===== src/rtl/otter_pkg.sv =====
// Shared fetch-side types and constants for the otter core front end.
package otter_pkg;

  localparam logic [31:0] NOP_INSTR         = 32'h0000_0013;
  localparam logic [31:0] RESET_VEC_DEFAULT = 32'h0000_0000;

  typedef struct packed {
    logic [31:0] ir;
    logic [31:0] pc;
  } fetch_entry_t;

  localparam int unsigned FETCH_ENTRY_W = $bits(fetch_entry_t);

endpackage


===== src/rtl/sync_fifo.sv =====
// Single-clock FIFO with synchronous reset and flush; head word is shown combinationally.
module sync_fifo #(
  parameter int unsigned WIDTH = 64,
  parameter int unsigned DEPTH = 4,
  localparam int unsigned PW   = $clog2(DEPTH),
  localparam int unsigned CW   = $clog2(DEPTH + 1)
) (
  input  logic             CLK,
  input  logic             RST,
  input  logic             flush,
  input  logic             push,
  input  logic [WIDTH-1:0] push_data,
  input  logic             pop,
  output logic [WIDTH-1:0] head_data,
  output logic [CW-1:0]    count,
  output logic             empty
);

  localparam logic [CW-1:0] DEPTH_C = CW'(DEPTH);

  logic [WIDTH-1:0] mem [DEPTH];
  logic [PW-1:0]    wr_ptr;
  logic [PW-1:0]    rd_ptr;
  logic             full;
  logic             pop_ok;
  logic             push_ok;

  assign empty   = (count == '0);
  assign full    = (count == DEPTH_C);
  assign pop_ok  = pop & ~empty;
  // A push into a full queue is only legal when the head leaves in the same cycle.
  assign push_ok = push & (~full | pop_ok);

  assign head_data = mem[rd_ptr];

  // Pointers are power-of-two wide, so they wrap modulo DEPTH naturally.
  always_ff @(posedge CLK) begin
    if (RST || flush) begin
      wr_ptr <= '0;
      rd_ptr <= '0;
      count  <= '0;
    end else begin
      if (push_ok) wr_ptr <= wr_ptr + 1'b1;
      if (pop_ok)  rd_ptr <= rd_ptr + 1'b1;
      case ({push_ok, pop_ok})
        2'b10:   count <= count + 1'b1;
        2'b01:   count <= count - 1'b1;
        default: count <= count;
      endcase
    end
  end

  always_ff @(posedge CLK) begin
    if (push_ok && !(RST || flush)) mem[wr_ptr] <= push_data;
  end

endmodule


===== src/rtl/ifetch_queue.sv =====
// Instruction fetch queue: issues one-cycle-latency reads ahead of decode and buffers {IR,PC}.
// Decode handshake: an entry transfers when FE_VALID && DE_READY; FE_* hold while FE_VALID && !DE_READY.
module ifetch_queue
  import otter_pkg::*;
#(
  parameter int unsigned DEPTH     = 4,
  parameter logic [31:0] RESET_VEC = RESET_VEC_DEFAULT
) (
  input  logic        CLK,
  input  logic        RST,
  input  logic        REDIRECT,
  input  logic [31:0] REDIRECT_PC,
  input  logic        DE_READY,
  output logic        FE_VALID,
  output logic [31:0] FE_IR,
  output logic [31:0] FE_PC,
  output logic [31:0] FE_NEXT_PC,
  output logic [31:0] IMEM_ADDR,
  output logic        IMEM_RD,
  input  logic [31:0] IMEM_DOUT
);

  localparam int unsigned CW = $clog2(DEPTH + 1);
  localparam logic [CW:0] DEPTH_W = (CW + 1)'(DEPTH);

  logic [31:0]   fetch_pc;
  logic [31:0]   issued_pc;
  logic          inflight;
  logic          pop;
  logic          push;
  logic          issue;
  logic [CW:0]   occupancy;
  logic [CW-1:0] fifo_count;
  logic          fifo_empty;
  fetch_entry_t  head;
  fetch_entry_t  push_entry;

  assign FE_VALID = ~fifo_empty;
  assign pop      = FE_VALID & DE_READY;
  assign push     = inflight & ~REDIRECT;

  // Credit check counts the read already in flight and frees the slot being popped now.
  assign occupancy = {1'b0, fifo_count} + {{CW{1'b0}}, inflight} - {{CW{1'b0}}, pop};
  assign issue     = ~RST & ~REDIRECT & (occupancy < DEPTH_W);

  assign IMEM_RD   = issue;
  assign IMEM_ADDR = fetch_pc;

  assign push_entry = '{ir: IMEM_DOUT, pc: issued_pc};

  always_ff @(posedge CLK) begin
    if (RST) begin
      fetch_pc  <= RESET_VEC;
      issued_pc <= RESET_VEC;
      inflight  <= 1'b0;
    end else if (REDIRECT) begin
      fetch_pc <= REDIRECT_PC;
      inflight <= 1'b0;
    end else if (issue) begin
      fetch_pc  <= fetch_pc + 32'd4;
      issued_pc <= fetch_pc;
      inflight  <= 1'b1;
    end else begin
      inflight <= 1'b0;
    end
  end

  sync_fifo #(
    .WIDTH (FETCH_ENTRY_W),
    .DEPTH (DEPTH)
  ) u_fifo (
    .CLK       (CLK),
    .RST       (RST),
    .flush     (REDIRECT),
    .push      (push),
    .push_data (push_entry),
    .pop       (pop & ~REDIRECT),
    .head_data (head),
    .count     (fifo_count),
    .empty     (fifo_empty)
  );

  // Empty queue presents a harmless NOP at address 0 instead of stale storage.
  always_comb begin
    FE_IR = NOP_INSTR;
    FE_PC = 32'h0000_0000;
    if (FE_VALID) begin
      FE_IR = head.ir;
      FE_PC = head.pc;
    end
  end

  assign FE_NEXT_PC = FE_PC + 32'd4;

endmodule


===== config.mk =====
export PLATFORM = sky130hd
export DESIGN_NAME = ifetch_queue
export DESIGN_NICKNAME = d
export VERILOG_FILES = /design/src/rtl/otter_pkg.sv /design/src/rtl/sync_fifo.sv /design/src/rtl/ifetch_queue.sv
export SDC_FILE = /design/constraint.sdc
export NUM_CORES = 1
export LEC_CHECK = 0
export ABC_CLOCK_PERIOD_IN_PS = 4000
export CAP_MARGIN = 25
export CORE_MARGIN = 10
export CORE_UTILIZATION = 40
export CTS_CLUSTER_DIAMETER = 120
export DETAILED_ROUTE_END_ITERATION = 10
export DONT_BUFFER_PORTS = 1
export GPL_ROUTABILITY_DRIVEN = 0
export SLEW_MARGIN = 20
export SYNTH_ARGS = -nofsm -noshare
export SYNTH_HDL_FRONTEND = slang
export SYNTH_SLANG_ARGS = --single-unit

===== constraint.sdc =====
create_clock -name CLK -period 4 [get_ports CLK]
set_input_delay 0.2 -clock CLK [delete_from_list [all_inputs] [get_ports CLK]]
set_output_delay 0.2 -clock CLK [all_outputs]
set_load 0.005 [all_outputs]

==> flow_metrics.tcl <==
set metrics [dict create \
    reg2reg_depth 14 \
    ys_ff_latch 330 \
    hpwl_um 21330 \
    synthFlopType "edfxtp_1" \
    hp-class "primary input to flip-flop" \
    clkTransAtPathRegs_ns 0.06 \
    area.growth.synth_to_final_pct 16.80 \
    cpLargestDelayFamily "simple AND/OR/NAND/NOR gates" \
    core-area_um2 34540 \
    arrival_ns 3.43 \
    register_area_um2 9176 \
    num_antenna_cells 0 \
    end_kind "primary output" \
    outcome "finished clean" \
    min_period_ns 3.628 \
    p_clk_share_pct 44.8 \
    totalWireLength_um 32900 \
    vias_per_cell 5.271 \
    critPathKind "flip-flop to primary output" \
    synth.most_common_cell "edfxtp_1" \
    synth_top_area_share_pct 54.83 \
    antenna_left 0 \
    cp.required_ns 3.80 \
    fin_setup_tns_ns 0 \
    syn_area_um2 14020 \
    ys_warn_count 0 \
    reg2reg_slack_ns 0.55 \
    r2r_start "u_fifo.count[1]$_SDFFE_PP0P_" \
    maxCapViolations 0 \
    antenna_found_initial 0 \
    cts_root_buf "clkbuf_16" \
    synth_area_leaders "edfxtp_1 55%, dfxtp_1 11%, mux4_2 9.8%" \
    intPower_mw 5.814 \
    fillCellCount 3012 \
    critPathMaxStageDelay_ns 0.64 \
    critPathBufInv 0 \
    power_density_nw_per_um2 446.7 \
    combPwrFrac_pct 3.4 \
    relSlewSlack_pct 32.06 \
    peakVddDrop_uv 267.4 \
    setup_viol 0 \
    fin_crit_sh_pct 90.70 \
    cts_max_path_buffers 3 \
    power.share.switching_pct 20.53 \
    drt-initial-drc-count 485 \
    rsz0062_at_grt "false" \
    synth_fp_nets 1058 \
    fmax_mhz 275.6 \
    hold_depth 2 \
    synth.avg_cell_area_um2 14.32 \
    cts_tree "done" \
    start_util_pct 40.59 \
    total_power_mw 7.316 \
    hold_end "issued_pc[30]$_SDFFE_PP0P_" \
    final_nets 1124 \
    seq_power_share_pct 51.8 \
    avgRoutedWirePerCell_um 21.59 \
    htree_levels 2 \
    grt_max_degree 66 \
    crit_slowest_cell "dfxtp_4" \
    synth_edf_count 256 \
    finalClockSkew_ns 0.01291 \
    min_from "RST" \
    synth_top_cells_by_count "256 x edfxtp_1, 98 x nand2_1, 74 x dfxtp_1" \
    grt_pass1_wl_um 50830 \
    p_switching_mw 1.502 \
    tightestPinTransition_ns 1.019 \
    grtUsageTotal_pct 14.80 \
    path_max_fanout 21 \
    route.detailed.drc 0 \
    rows 68 \
    multi_input_area_um2 4417 \
    drv_slew 0 \
    numPortBuffers 0 \
    ioPinCount 198 \
    die_y_um 207.2 \
    netlist_instances 979 \
    dr.pass1.iters 4 \
    gr-total-overflow 0 \
    synthArstFlopShare_pct 0 \
    cts_buffers 36 \
    insertion_delay_ns 0.51 \
    die_area_um2 42940 \
    dr_total_vias 8033 \
    yosys.area.top_type "edfxtp_1" \
    worst_r2r_endpoint "IMEM_ADDR[3]$_SDFFE_PP0P_" \
    p_leak_nw 5.571 \
    die_w_um 207.2 \
    ys_types 63 \
    crit_chain "mux4_2, and2_1, ha_1, and4_1, and3_1, nand2_2, nor3_2, xor2_1" \
    crit_path_start_kind "flip-flop" \
    ys_seq_area_share_pct 65.39 \
    grt_pass1_vias 8338 \
    hold_violations 0 \
    drive_above_1_share_pct 15.53 \
    numClockSinks 330 \
]
-- worst max path at each step --
stage	start	end	slack (ns)	cells past startpoint
6_report	flip-flop	FE_NEXT_PC[18]	0.37	8
4_1_cts	u_fifo.count[0]$_SDFFE_PP0P_	IMEM_RD	0.004	13
3_3_place_gp	u_fifo.count[0]$_SDFFE_PP0P_	IMEM_ADDR[26]$_SDFFE_PP0P_	0.47	14
3_5_place_dp	u_fifo.count[0]$_SDFFE_PP0P_	IMEM_ADDR[26]$_SDFFE_PP0P_	0.33	14
2_1_floorplan	u_fifo.count[2]$_SDFFE_PP0P_	IMEM_ADDR[26]$_SDFFE_PP0P_	0.70	16
5_1_grt	flip-flop	FE_NEXT_PC[26]	0.14	8
-- repair_timing --
action / in CTS / in global routing
hold buffers: 67 / 0
endpoints found under the setup margin: 1 / 1
gates cloned: 0 / 0
hold endpoints to repair: 201 / 0
buffers inserted: 0 / 2
pin swaps: 0 / 1
gates resized for setup: 1 / 1
-- stage by stage --
step / std cells / worst slack [ns] / utilization (%) / cell area (um2) / hold slack (ns)
3_5_place_dp: 1390 / 0.3331 / 41.72 / 14410 / 0.2795
2_1_floorplan: 979 / 0.6963 / - / 14020 / 0.2989
3_3_place_gp: 1390 / 0.4730 / 41.72 / 14410 / 0.2782
6_report: 1524 / 0.3721 / 47.41 / 16380 / 0.03719
4_1_cts: 1519 / 0.003930 / 47.17 / 16290 / 0.01597
5_1_grt: 1524 / 0.1399 / 47.41 / 16380 / 0.03662
-- worst register-to-register path, stage by stage, from the launching register on --
cell and delay, ns:
dfxtp_1 0.38, nor3_4 0.25, inv_2 0.09, nand2_1 0.13, inv_2 0.05, ha_1 0.17
inv_1 0.05, ha_1 0.21, and3b_4 0.20, o41ai_4 0.29, o31a_1 0.37, mux2_2 0.40
mux2i_1 0.12, dlygate4sd3_1 0.57, nor2_1 0.05
-- power by group through the flow --
stage          clock [mW]  sequential, mW  combinational [mW]
5_1_grt              3.49            3.80               0.274
6_report             3.28            3.79               0.247
3_5_place_dp            0            3.87               0.156
2_1_floorplan           0            3.84               0.139
4_1_cts              3.35            3.79               0.247
3_3_place_gp            0            3.87               0.154
-- flip-flops by register name, indices dropped and copies added (netlist names), named ones only --
name	flops
inflight	1
u_fifo.mem	256
u_fifo.count	3
u_fifo.rd_ptr	2
u_fifo.wr_ptr	2
IMEM_ADDR	32
issued_pc	32
-- kinds of logic after synthesis --
family | count (synthesis) | share of synthesized area [%]
simple gates | 300 | 11.40
fa+ha+maj | 11 | 1.035
compound gates | 108 | 4.846
xor+xnor | 56 | 3.498
flops | 330 | 65.39
buf+inv | 102 | 3.221
mux | 72 | 10.60
-- per-layer routing --
layer	share of wire [%]	global-route usage, %
met1	45	19.54
met2	47	23.67
met3	6.2	3.896
met4	1.8	3.889
met5	0	0
-- layout by cell type (no fill, tap or decap), types with 3 or more instances in the layout --
cell	Yosys	layout
clkinvlp_4	0	5
and4_1	3	3
dfxtp_1	74	72
nor2_1	27	27
nor3_1	17	17
a211oi_1	3	3
and2_4	0	4
nor2b_1	6	6
inv_6	0	3
o21a_1	24	24
nand2_1	98	98
and2_1	57	53
a21oi_1	58	58
mux2i_1	9	9
ha_1	10	10
o22ai_1	3	3
clkinv_2	0	5
clkbuf_1	28	3
bufinv_16	0	4
or2_2	6	6
nand4_1	13	13
nand3_1	23	23
mux4_2	61	61
xnor2_1	30	30
clkbuf_16	0	37
buf_12	0	3
xor2_1	26	26
clkinv_1	0	3
inv_1	46	45
and3_1	11	11
edfxtp_1	256	256
dlygate4sd3_1	0	65
nor4_1	12	12
buf_4	3	12
o21ai_0	8	8
-- area by class of cell --
cell class                      instances  area share, %
Clock inverter                         21          1.383
Timing Repair Buffer                   82          5.226
Multi-Input combinational cell        547          26.97
Inverter                               48          1.108
Tap cell                              455          3.476
Clock buffer                           41          5.806
Sequential cell                       330          56.03
No activity file was read; power rests on OpenSTA's default activity.
